### config.mk
export PLATFORM = sky130hd
export DESIGN_NAME = updown_count_arbiter
export DESIGN_NICKNAME = d
export VERILOG_FILES = /design/src/rtl/updown_ctrl_pkg.sv /design/src/rtl/updown_step_counter.sv /design/src/rtl/updown_count_arbiter.sv
export SDC_FILE = /design/constraint.sdc
export NUM_CORES = 1
export LEC_CHECK = 0
export CORE_AREA = 2 2 39 41
export CTS_CLUSTER_SIZE = 10
export DETAILED_ROUTE_END_ITERATION = 8
export DIE_AREA = 0 0 41 43
export PLACE_DENSITY = 0.75
export SETUP_SLACK_MARGIN = 0.4
export SLEW_MARGIN = 25
export SYNTH_ARGS = -nofsm -noshare
export SYNTH_HDL_FRONTEND = slang
export SYNTH_SLANG_ARGS = --single-unit
export TNS_END_PERCENT = 1
### constraint.sdc
create_clock -name clk -period 1.9 [get_ports clk]
set_clock_uncertainty 0.15 [all_clocks]
set_input_delay 0.38 -clock clk [delete_from_list [all_inputs] [get_ports clk]]
set_output_delay 0.38 -clock clk [all_outputs]
set_load 0.01 [all_outputs]
### src/rtl/updown_ctrl_pkg.sv
// Shared encodings for the up/down count arbiter: FSM states, direction and pointer values.
package updown_ctrl_pkg;
  typedef enum logic [1:0] {
    IDLE  = 2'b00,
    OWN_A = 2'b01,
    OWN_B = 2'b10
  } state_e;

  localparam logic DIR_UP   = 1'b1;
  localparam logic DIR_DOWN = 1'b0;

  localparam logic PTR_A = 1'b0;
  localparam logic PTR_B = 1'b1;
endpackage

### src/rtl/updown_step_counter.sv
// Shared up/down step counter; saturating by default, wrapping when COUNT_WRAP_EN is defined.
module updown_step_counter
  import updown_ctrl_pkg::*;
#(
  parameter int WIDTH = 2
) (
  input  logic             clk,
  input  logic             reset,
  input  logic             step_en,
  input  logic             dir,
  input  logic             clr,
  output logic [WIDTH-1:0] count
);
  localparam logic [WIDTH-1:0] CMAX = '1;
  localparam logic [WIDTH-1:0] ONE  = WIDTH'(1);

  logic [WIDTH-1:0] count_q, count_d;

  // clr wins over a step issued in the same cycle
  always_comb begin
    count_d = count_q;
    if (clr) begin
      count_d = '0;
    end else if (step_en) begin
      if (dir == DIR_UP) begin
`ifdef COUNT_WRAP_EN
        count_d = count_q + ONE;
`else
        if (count_q != CMAX) count_d = count_q + ONE;
`endif
      end else begin
`ifdef COUNT_WRAP_EN
        count_d = count_q - ONE;
`else
        if (count_q != '0) count_d = count_q - ONE;
`endif
      end
    end
  end

  always_ff @(posedge clk) begin
    if (reset) count_q <= '0;
    else       count_q <= count_d;
  end

  assign count = count_q;
endmodule

### src/rtl/updown_count_arbiter.sv
// Two-requester round-robin arbiter with burst limit driving a shared up/down counter.
// Optional macro COUNT_WRAP_EN selects wrapping instead of saturating count.
module updown_count_arbiter
  import updown_ctrl_pkg::*;
#(
  parameter int WIDTH     = 2,
  parameter int MAX_BURST = 4
) (
  input  logic             clk,
  input  logic             reset,
  input  logic [1:0]       req,
  input  logic [1:0]       dir,
  input  logic             clr,
  output logic [1:0]       grant,
  output logic [WIDTH-1:0] count,
  output logic             at_max,
  output logic             at_min
);
  localparam int BW = (MAX_BURST < 2) ? 1 : $clog2(MAX_BURST + 1);
  localparam logic [BW-1:0] BLAST = BW'(MAX_BURST - 1);
  localparam logic [BW-1:0] BONE  = BW'(1);

  state_e        state_q, state_d;
  logic          ptr_q, ptr_d;
  logic [BW-1:0] burst_q, burst_d;
  logic          step_en, step_dir;
  logic          burst_last;

  assign burst_last = (burst_q == BLAST);

  always_ff @(posedge clk) begin
    if (reset) begin
      state_q <= IDLE;
      ptr_q   <= PTR_A;
      burst_q <= '0;
    end else begin
      state_q <= state_d;
      ptr_q   <= ptr_d;
      burst_q <= burst_d;
    end
  end

  // Pointer always names the requester that did not receive the latest grant
  always_comb begin
    state_d = state_q;
    ptr_d   = ptr_q;
    burst_d = burst_q;
    case (state_q)
      IDLE: begin
        burst_d = '0;
        if (req[0] && (!req[1] || ptr_q == PTR_A)) begin
          state_d = OWN_A;
          ptr_d   = PTR_B;
        end else if (req[1]) begin
          state_d = OWN_B;
          ptr_d   = PTR_A;
        end
      end
      OWN_A: begin
        if (!req[0]) begin
          state_d = IDLE;
          ptr_d   = PTR_B;
          burst_d = '0;
        end else if (burst_last) begin
          burst_d = '0;
          if (req[1]) begin
            state_d = OWN_B;
            ptr_d   = PTR_A;
          end
        end else begin
          burst_d = burst_q + BONE;
        end
      end
      OWN_B: begin
        if (!req[1]) begin
          state_d = IDLE;
          ptr_d   = PTR_A;
          burst_d = '0;
        end else if (burst_last) begin
          burst_d = '0;
          if (req[0]) begin
            state_d = OWN_A;
            ptr_d   = PTR_B;
          end
        end else begin
          burst_d = burst_q + BONE;
        end
      end
      default: begin
        state_d = IDLE;
        burst_d = '0;
      end
    endcase
  end

  always_comb begin
    grant    = 2'b00;
    step_en  = 1'b0;
    step_dir = DIR_DOWN;
    case (state_q)
      OWN_A: begin
        grant    = 2'b01;
        step_en  = req[0];
        step_dir = dir[0];
      end
      OWN_B: begin
        grant    = 2'b10;
        step_en  = req[1];
        step_dir = dir[1];
      end
      default: ;
    endcase
  end

  updown_step_counter #(.WIDTH(WIDTH)) u_cnt (
    .clk     (clk),
    .reset   (reset),
    .step_en (step_en),
    .dir     (step_dir),
    .clr     (clr),
    .count   (count)
  );

  assign at_max = (count == {WIDTH{1'b1}});
  assign at_min = (count == '0);
endmodule

==> results of run 1 <==
## routing by layer
layer / wire, µm / global-route usage / up-vias / share of wire
li1: - / - / 272 / -
met4: 55 / 0.127 / 0 / 0.044
met1: 519 / 0.196 / 241 / 0.42
met5: 0 / 0 / - / 0
met2: 601 / 0.253 / 16 / 0.48
met3: 64 / 0.0471 / 7 / 0.052
## path summary, 6_finish.rpt
check / startpoint / endpoint / slack [ns] / cells past startpoint
min: burst_q[0] / burst_q[0] / 0.28 / 1
max reg2reg: state_q[1] / state_q[1] / 0.16 / 7
max: state_q[0] / grant[0] / 0.12 / 3
min reg2reg: burst_q[0] / burst_q[0] / 0.28 / 1
## state kept, by name, indices dropped and copies added (netlist names)
| signal | count |
|---|---|
| state_q | 2 |
| burst_q | 3 |
| ptr_q | 1 |
| u_cnt.count | 2 |
## cell usage after synthesis
master | instances | area share
nor2b_1 | 2 | 0.025
nand2_1 | 2 | 0.015
a21boi_1 | 1 | 0.015
or4_1 | 1 | 0.015
a311oi_1 | 1 | 0.017
a2111oi_0 | 1 | 0.017
a21oi_1 | 5 | 0.050
and3_1 | 1 | 0.012
dfxtp_1 | 8 | 0.32
o21ai_0 | 4 | 0.040
a31oi_1 | 2 | 0.025
and2_1 | 2 | 0.025
nand3_1 | 1 | 0.0099
a22o_1 | 2 | 0.035
inv_1 | 4 | 0.030
nand2b_1 | 2 | 0.025
a211oi_1 | 1 | 0.015
nand3b_1 | 1 | 0.015
nor2_1 | 1 | 0.0074
a211o_1 | 1 | 0.017
or2_2 | 2 | 0.025
nor4b_1 | 1 | 0.017
nor3b_1 | 1 | 0.015
buf_1 | 1 | 0.0074
nor4_1 | 1 | 0.012
ha_1 | 6 | 0.15
a22oi_1 | 1 | 0.015
o31ai_1 | 1 | 0.015
o41ai_1 | 1 | 0.017
## stage by stage
stage | cells | utilization
2_1_floorplan | 58 | -
3_3_place_gp | 92 | 0.531
3_5_place_dp | 92 | 0.531
4_1_cts | 98 | 0.561
5_1_grt | 100 | 0.579
6_report | 100 | 0.579
## power groups by stage
stage	clock (W)	sequential, W	combinational [W]
floorplan	0	0.000223	0.000204
global placement	0	0.000231	0.000299
detailed placement	0	0.000233	0.000307
CTS	0.000146	0.000221	0.000329
global route	0.000162	0.000225	0.000384
finish	0.000142	0.000221	0.000353
## what timing repair did
| item | 4_1_cts | 5_1_grt |
|---|---|---|
| gates resized for setup | 6 | 3 |
| buffers inserted | 2 | 2 |
| pin swaps | 0 | 5 |
| hold buffers | 0 | 0 |
| setup endpoints to repair | 14 | 14 |
## cells by family (layout without fill, tap and decap cells)
| family | count (synthesis) | count (layout) |
|---|---|---|
| AOI/OAI and AO/OA | 21 | 21 |
| adders and majority gates | 6 | 6 |
| buffers and inverters | 5 | 31 |
| DFF | 8 | 8 |
| and+or+nand+nor | 18 | 18 |
## layout make-up
class / count / area [µm²]
fillers: 132 / 583
multi-input cells: 45 / 368
repair buffers: 23 / 201
flip-flops and latches: 8 / 170
clock buffers: 4 / 26.3
well taps: 16 / 20.0
inverters: 4 / 15.0
==> summary.txt, run 1 <==
Outcome
  – Status: finished clean

Synthesis
  – XOR/XNOR share of the synthesized area: 0
  – Ys Warns: 0
  – Largest family of logic cells by synthesized area: compound AO/OA/AOI/OAI gates
  – Synth Area in Compound Gates: 0.278
  – Netlist cell types: 29
  – Synth Area in Adders: 0.149
  – Multiplexer share of the synthesized area: 0
  – Seq cells post-synth: 8
  – Syn Nets: 71
  – Mapped Cells: 58
  – Simple-gate share of the synthesized area: 0.218
  – Sequential share of the synthesized area: 0.318
  – Syn Area/Cell: about 8.7 µm²
  – Mapped cell area: 504 µm²

Power
  – Clock power frac: 0.198
  – Leak: between 0.3 and 0.4 nW
  – Sw Share: 0.352
  – PD cells: 895 nW/µm²
  – Sequential power share: 0.308
  – P_int: between 0.0004 and 0.0005 W
  – Total power: 0.000716 W
  – Net load switching power: 0.000252 W
  – Max VDD drop: 0.472 mV
  – Combinational power share: 0.493

Placement
  – GP Congestion: 0.774
  – Dpl hpwl: 895 µm
  – Area after DPL: 734 µm²
  – Pre-CTS setup slack: -0.138 ns
  – PortBufs: 12

Critical path
  – CP Buf/Inv Count: 2
  – Setup crit start kind: register
  – CP cell instances: buf_4, ha_1, dlygate4sd2_1
  – Delay-heaviest family, CP: buffers and inverters
  – Worst Path Class, Setup: register to output pin
  – Crit Path Max Fanout: 5
  – Slowest Stage Delay on Critical Path: 0.36 ns
  – CP max stage cell: dfxtp_4
  – CP Data Required Time: 1.37 ns
  – Critical Path AT: 1.25 ns
  – Critical path capture point type: output pin

Clock network
  – Clock sinks: 8
  – TritonCTS clock tree: built
  – Num CTS Buffers: 3
  – Clk_lat worst skew: 0.25 ns
  – Root Driver: clkbuf_4
  – Maximum clock insertion buffer count: 2
  – Worst-path clk slew: approximately 0.060 ns
  – # H-tree levels: 1

Drt
  – Vias per Instance: 5.36
  – Router iterations before antenna repair: 4
  – Antenna Nets Post-Route: 0
  – Total number of vias: 536
  – Mean routed wirelength per cell: 12.4 µm
  – Residual DRC: 0
  – Detailed-route wire length: around 1.2 mm
  – Drt initial violations: 19

Layout
  – Layout cells sized above 1: 0.310
  – N_diodes: 0
  – Leading cell type in the layout, fill and taps excluded: buf_4
  – Most frequent cells in the layout: buf_4, clkdlybuf4s50_1, a21oi_1
  – Final net count: 98
  – Area growth, synth to finish: 58.8%
  – Fin area: 801 µm²

Timing
  – Worst hold slack: 0.282 ns
  – Total negative slack: 0 ns
  – Final Cycle Share: 0.935
  – F_max: 563 MHz
  – Setup violations, final: 0
  – RSZ-0062 raised after global routing: yes
  – Final max-slew violation count: 0
  – Worst Max-Slew Pin Slew: 0.340 ns
  – Max transition margin: 0.773
  – Minimum clock period: ~1.8 ns
  – PnR worst setup slack: 0.124 ns
  – Fin. Hold Viols: 0

Job
  – Max cap viols: 0

GRT
  – Vias in the first global route: 469
  – Largest net degree at the start of global routing: 10
  – GRT overflow: 0
  – Gr usage total: 0.171
  – Initial antenna violation count: 0
  – Global-route wire length before repair: 2.01 mm

Floorplan
  – Core Rows: 14
  – Core Area: 1380 µm²
  – I/O pins: 13
  – Die area: 1760 µm²
  – Die Ht: 43 µm
  – Initial core utilization: 0.364
  – Die width: 41 µm

Min path
  – Worst hold path type: register to register
No activity file was read; power rests on OpenSTA's default activity.
==> run 2, diff against run 1 <==
ABC_CLOCK_PERIOD_IN_PS = 2009   (was unset)
PLACE_DENSITY = 0.73   (was 0.75)
clock period = 2.01 ns   (was 1.9 ns; I/O delays follow)
==> summary.txt, run 2 (same netlist as run 1, synthesis figures left out) <==
Job
  – Max cap viols: 0 (unchanged)

Power
  – PD cells: 853 nW/µm² (was 895 nW/µm²)
  – Net load switching power: 0.000241 W (was 0.000252 W)
  – Clock power frac: 0.203 (was 0.198)
  – Sequential power share: 0.308 (about the same)
  – Max VDD drop: 0.541 mV (was 0.472 mV)
  – P_int: 0.000441 W (was 0.000464 W)
  – Leak: 0.330 nW (was 0.332 nW)
  – Sw Share: 0.353 (was 0.352)
  – Combinational power share: 0.489 (was 0.493)

Drt
  – Vias per Instance: 5.35 (was 5.36)
  – Detailed-route wire length: 1.22 mm (was 1.24 mm)
  – Router iterations before antenna repair: 4 (unchanged)
  – Drt initial violations: 4 (was 19)
  – Mean routed wirelength per cell: 12.3 µm (was 12.4 µm)
  – Residual DRC: 0 (unchanged)
  – Total number of vias: 530 (was 536)
  – Antenna Nets Post-Route: 0 (unchanged)

Floorplan
  – Core Area: 1380 µm² (unchanged)
  – I/O pins: 13 (unchanged)
  – Die area: 1760 µm² (unchanged)
  – Die Ht: 43 µm (unchanged)
  – Die width: 41 µm (unchanged)
  – Initial core utilization: 0.364 (unchanged)
  – Core Rows: 14 (unchanged)

Clock network
  – Root Driver: clkbuf_4 (unchanged)
  – Num CTS Buffers: 3 (unchanged)
  – Post-cts hold buffer count: 0 (unchanged)
  – Worst-path clk slew: 0.06 ns (about the same)
  – TritonCTS clock tree: built (unchanged)
  – Clk_lat worst skew: 0.26 ns (was 0.25 ns)
  – # H-tree levels: 1 (unchanged)
  – Maximum clock insertion buffer count: 2 (unchanged)
  – Clock sinks: 8 (unchanged)

Placement
  – GP Congestion: 0.742 (was 0.774)
  – Dpl hpwl: 881 µm (was 895 µm)
  – PortBufs: 12 (unchanged)

Min path
  – Worst hold path type: register to register (unchanged)
  – Hold Crit Depth: 1 (unchanged)

Layout
  – Leading cell type in the layout, fill and taps excluded: buf_4 (unchanged)
  – Final net count: 97 (was 98)
  – Filler cells: 127 (was 132)
  – Max reg flops: 3 (unchanged)
  – Register area: 170 µm² (unchanged)
  – Area growth, synth to finish: 58.3% (was 58.8%)
  – Area of the multi-input gates: 375 µm² (was 368 µm²)
  – Fin util: 0.577 (was 0.579)
  – N_diodes: 0 (unchanged)
  – Most frequent cells in the layout: buf_4, clkdlybuf4s50_1 (was buf_4, clkdlybuf4s50_1, a21oi_1)
  – Most flop-heavy register: burst_q (unchanged)
  – Layout cells sized above 1: 0.325 (was 0.310)

GRT
  – M2 GR Usage: 0.250 (was 0.253)
  – GR peak layer: met2 (unchanged)
  – Largest net degree at the start of global routing: 10 (unchanged)
  – Global-route wire length before repair: 1.95 mm (was 2.01 mm)
  – GRT overflow: 0 (unchanged)
  – Gr usage total: 0.165 (was 0.171)
  – Initial antenna violation count: 0 (unchanged)
  – Vias in the first global route: 479 (was 469)
  – Grt met3 use: 0.0628 (was 0.0471)
  – Met1 Track Usage GR: 0.194 (was 0.196)

Critical path
  – Worst Path Class, Setup: register to register (was register to output pin)
  – Critical path capture point type: register (was output pin)
  – CP Data Required Time: 2.04 ns (was 1.37 ns)
  – CP cell instances: inv_2, ha_4, a22o_1, a21boi_4, or4_4, a21oi_2 (was buf_4, ha_1, dlygate4sd2_1)
  – Critical Path AT: 1.86 ns (was 1.25 ns)
  – Crit Path Max Fanout: 4 (was 5)
  – Setup crit start kind: register (unchanged)
  – Slowest Stage Delay on Critical Path: 0.49 ns (was 0.36 ns)
  – CP max stage cell: or4_4 (was dfxtp_4)
  – Worst Reg2Reg Path Length in Cells: 6 (was 7)

Timing
  – Final max-slew violation count: 0 (unchanged)
  – Setup violations, final: 0 (unchanged)
  – Max transition margin: 0.758 (was 0.773)
  – Total negative slack: 0 ns (unchanged)
  – Fin. Hold Viols: 0 (unchanged)
  – F_max: 548 MHz
  – Worst Max-Slew Pin Slew: 0.362 ns (was 0.340 ns)
  – Worst hold slack: 0.279 ns (was 0.282 ns)
  – Minimum clock period: between 1.5 and 2 ns
  – RSZ-0062 raised after global routing: yes (unchanged)
  – Final Cycle Share: 0.908

Outcome
  – Status: finished clean (unchanged)
==> run 2: critical path, delay by kind of cell, from the launching register on <==
kind / cells / cell delay, ns
compound gates: 3 / 0.51
fa+ha+maj: 1 / 0.16
buf+inv: 1 / 0.06
flops: 1 / 0.38
simple gates: 1 / 0.49
==> run 2: final cells by class <==
class / instances / share of cell area
Tap cell: 16 / 0.0251
Sequential cell: 8 / 0.213
Clock buffer: 4 / 0.0329
Inverter: 4 / 0.0188
Timing Repair Buffer: 22 / 0.240
Multi-Input combinational cell: 45 / 0.470
==> run 2: path summary, 6_finish.rpt <==
check | from | endpoint | slack, ns
worst min-delay path | burst_q[0] | burst_q[0] | 0.28
worst min register to register | burst_q[0] | burst_q[0] | 0.28
worst max register to register | state_q[0] | state_q[1] | 0.19
worst max-delay path | state_q[0] | state_q[1] | 0.19
==> run 2: stage by stage <==
step	worst slack [ns]	cells	power (W)	cell area (µm²)
finish	0.186	99	0.000681	798
global route	0.132	99	0.000730	798
CTS	0.170	95	0.000640	754
detailed placement	-0.00187	91	0.000505	727
global placement	0.0287	91	0.000502	727
floorplan	0.215	58	0.000404	546
==> run 2: timing repair <==
action	in CTS	in global routing
gates cloned	0	0
setup buffers	0	4
setup endpoints to repair	12	13
gates resized for setup	6	4
pin swaps	0	3
==> run 2: power by group through the flow <==
stage	Sequential, W	Clock [W]	Combinational [W]
2_1_floorplan	0.000211	0	0.000193
5_1_grt	0.000212	0.000151	0.000367
4_1_cts	0.000216	0.000143	0.000281
6_report	0.000210	0.000138	0.000333
3_5_place_dp	0.000218	0	0.000287
3_3_place_gp	0.000217	0	0.000285
==> run 2: routing by layer <==
layer / share of wire / wire length, µm
met1: 0.43 / 527
met4: 0.022 / 27
met5: 0 / 0
met3: 0.071 / 87
met2: 0.47 / 576
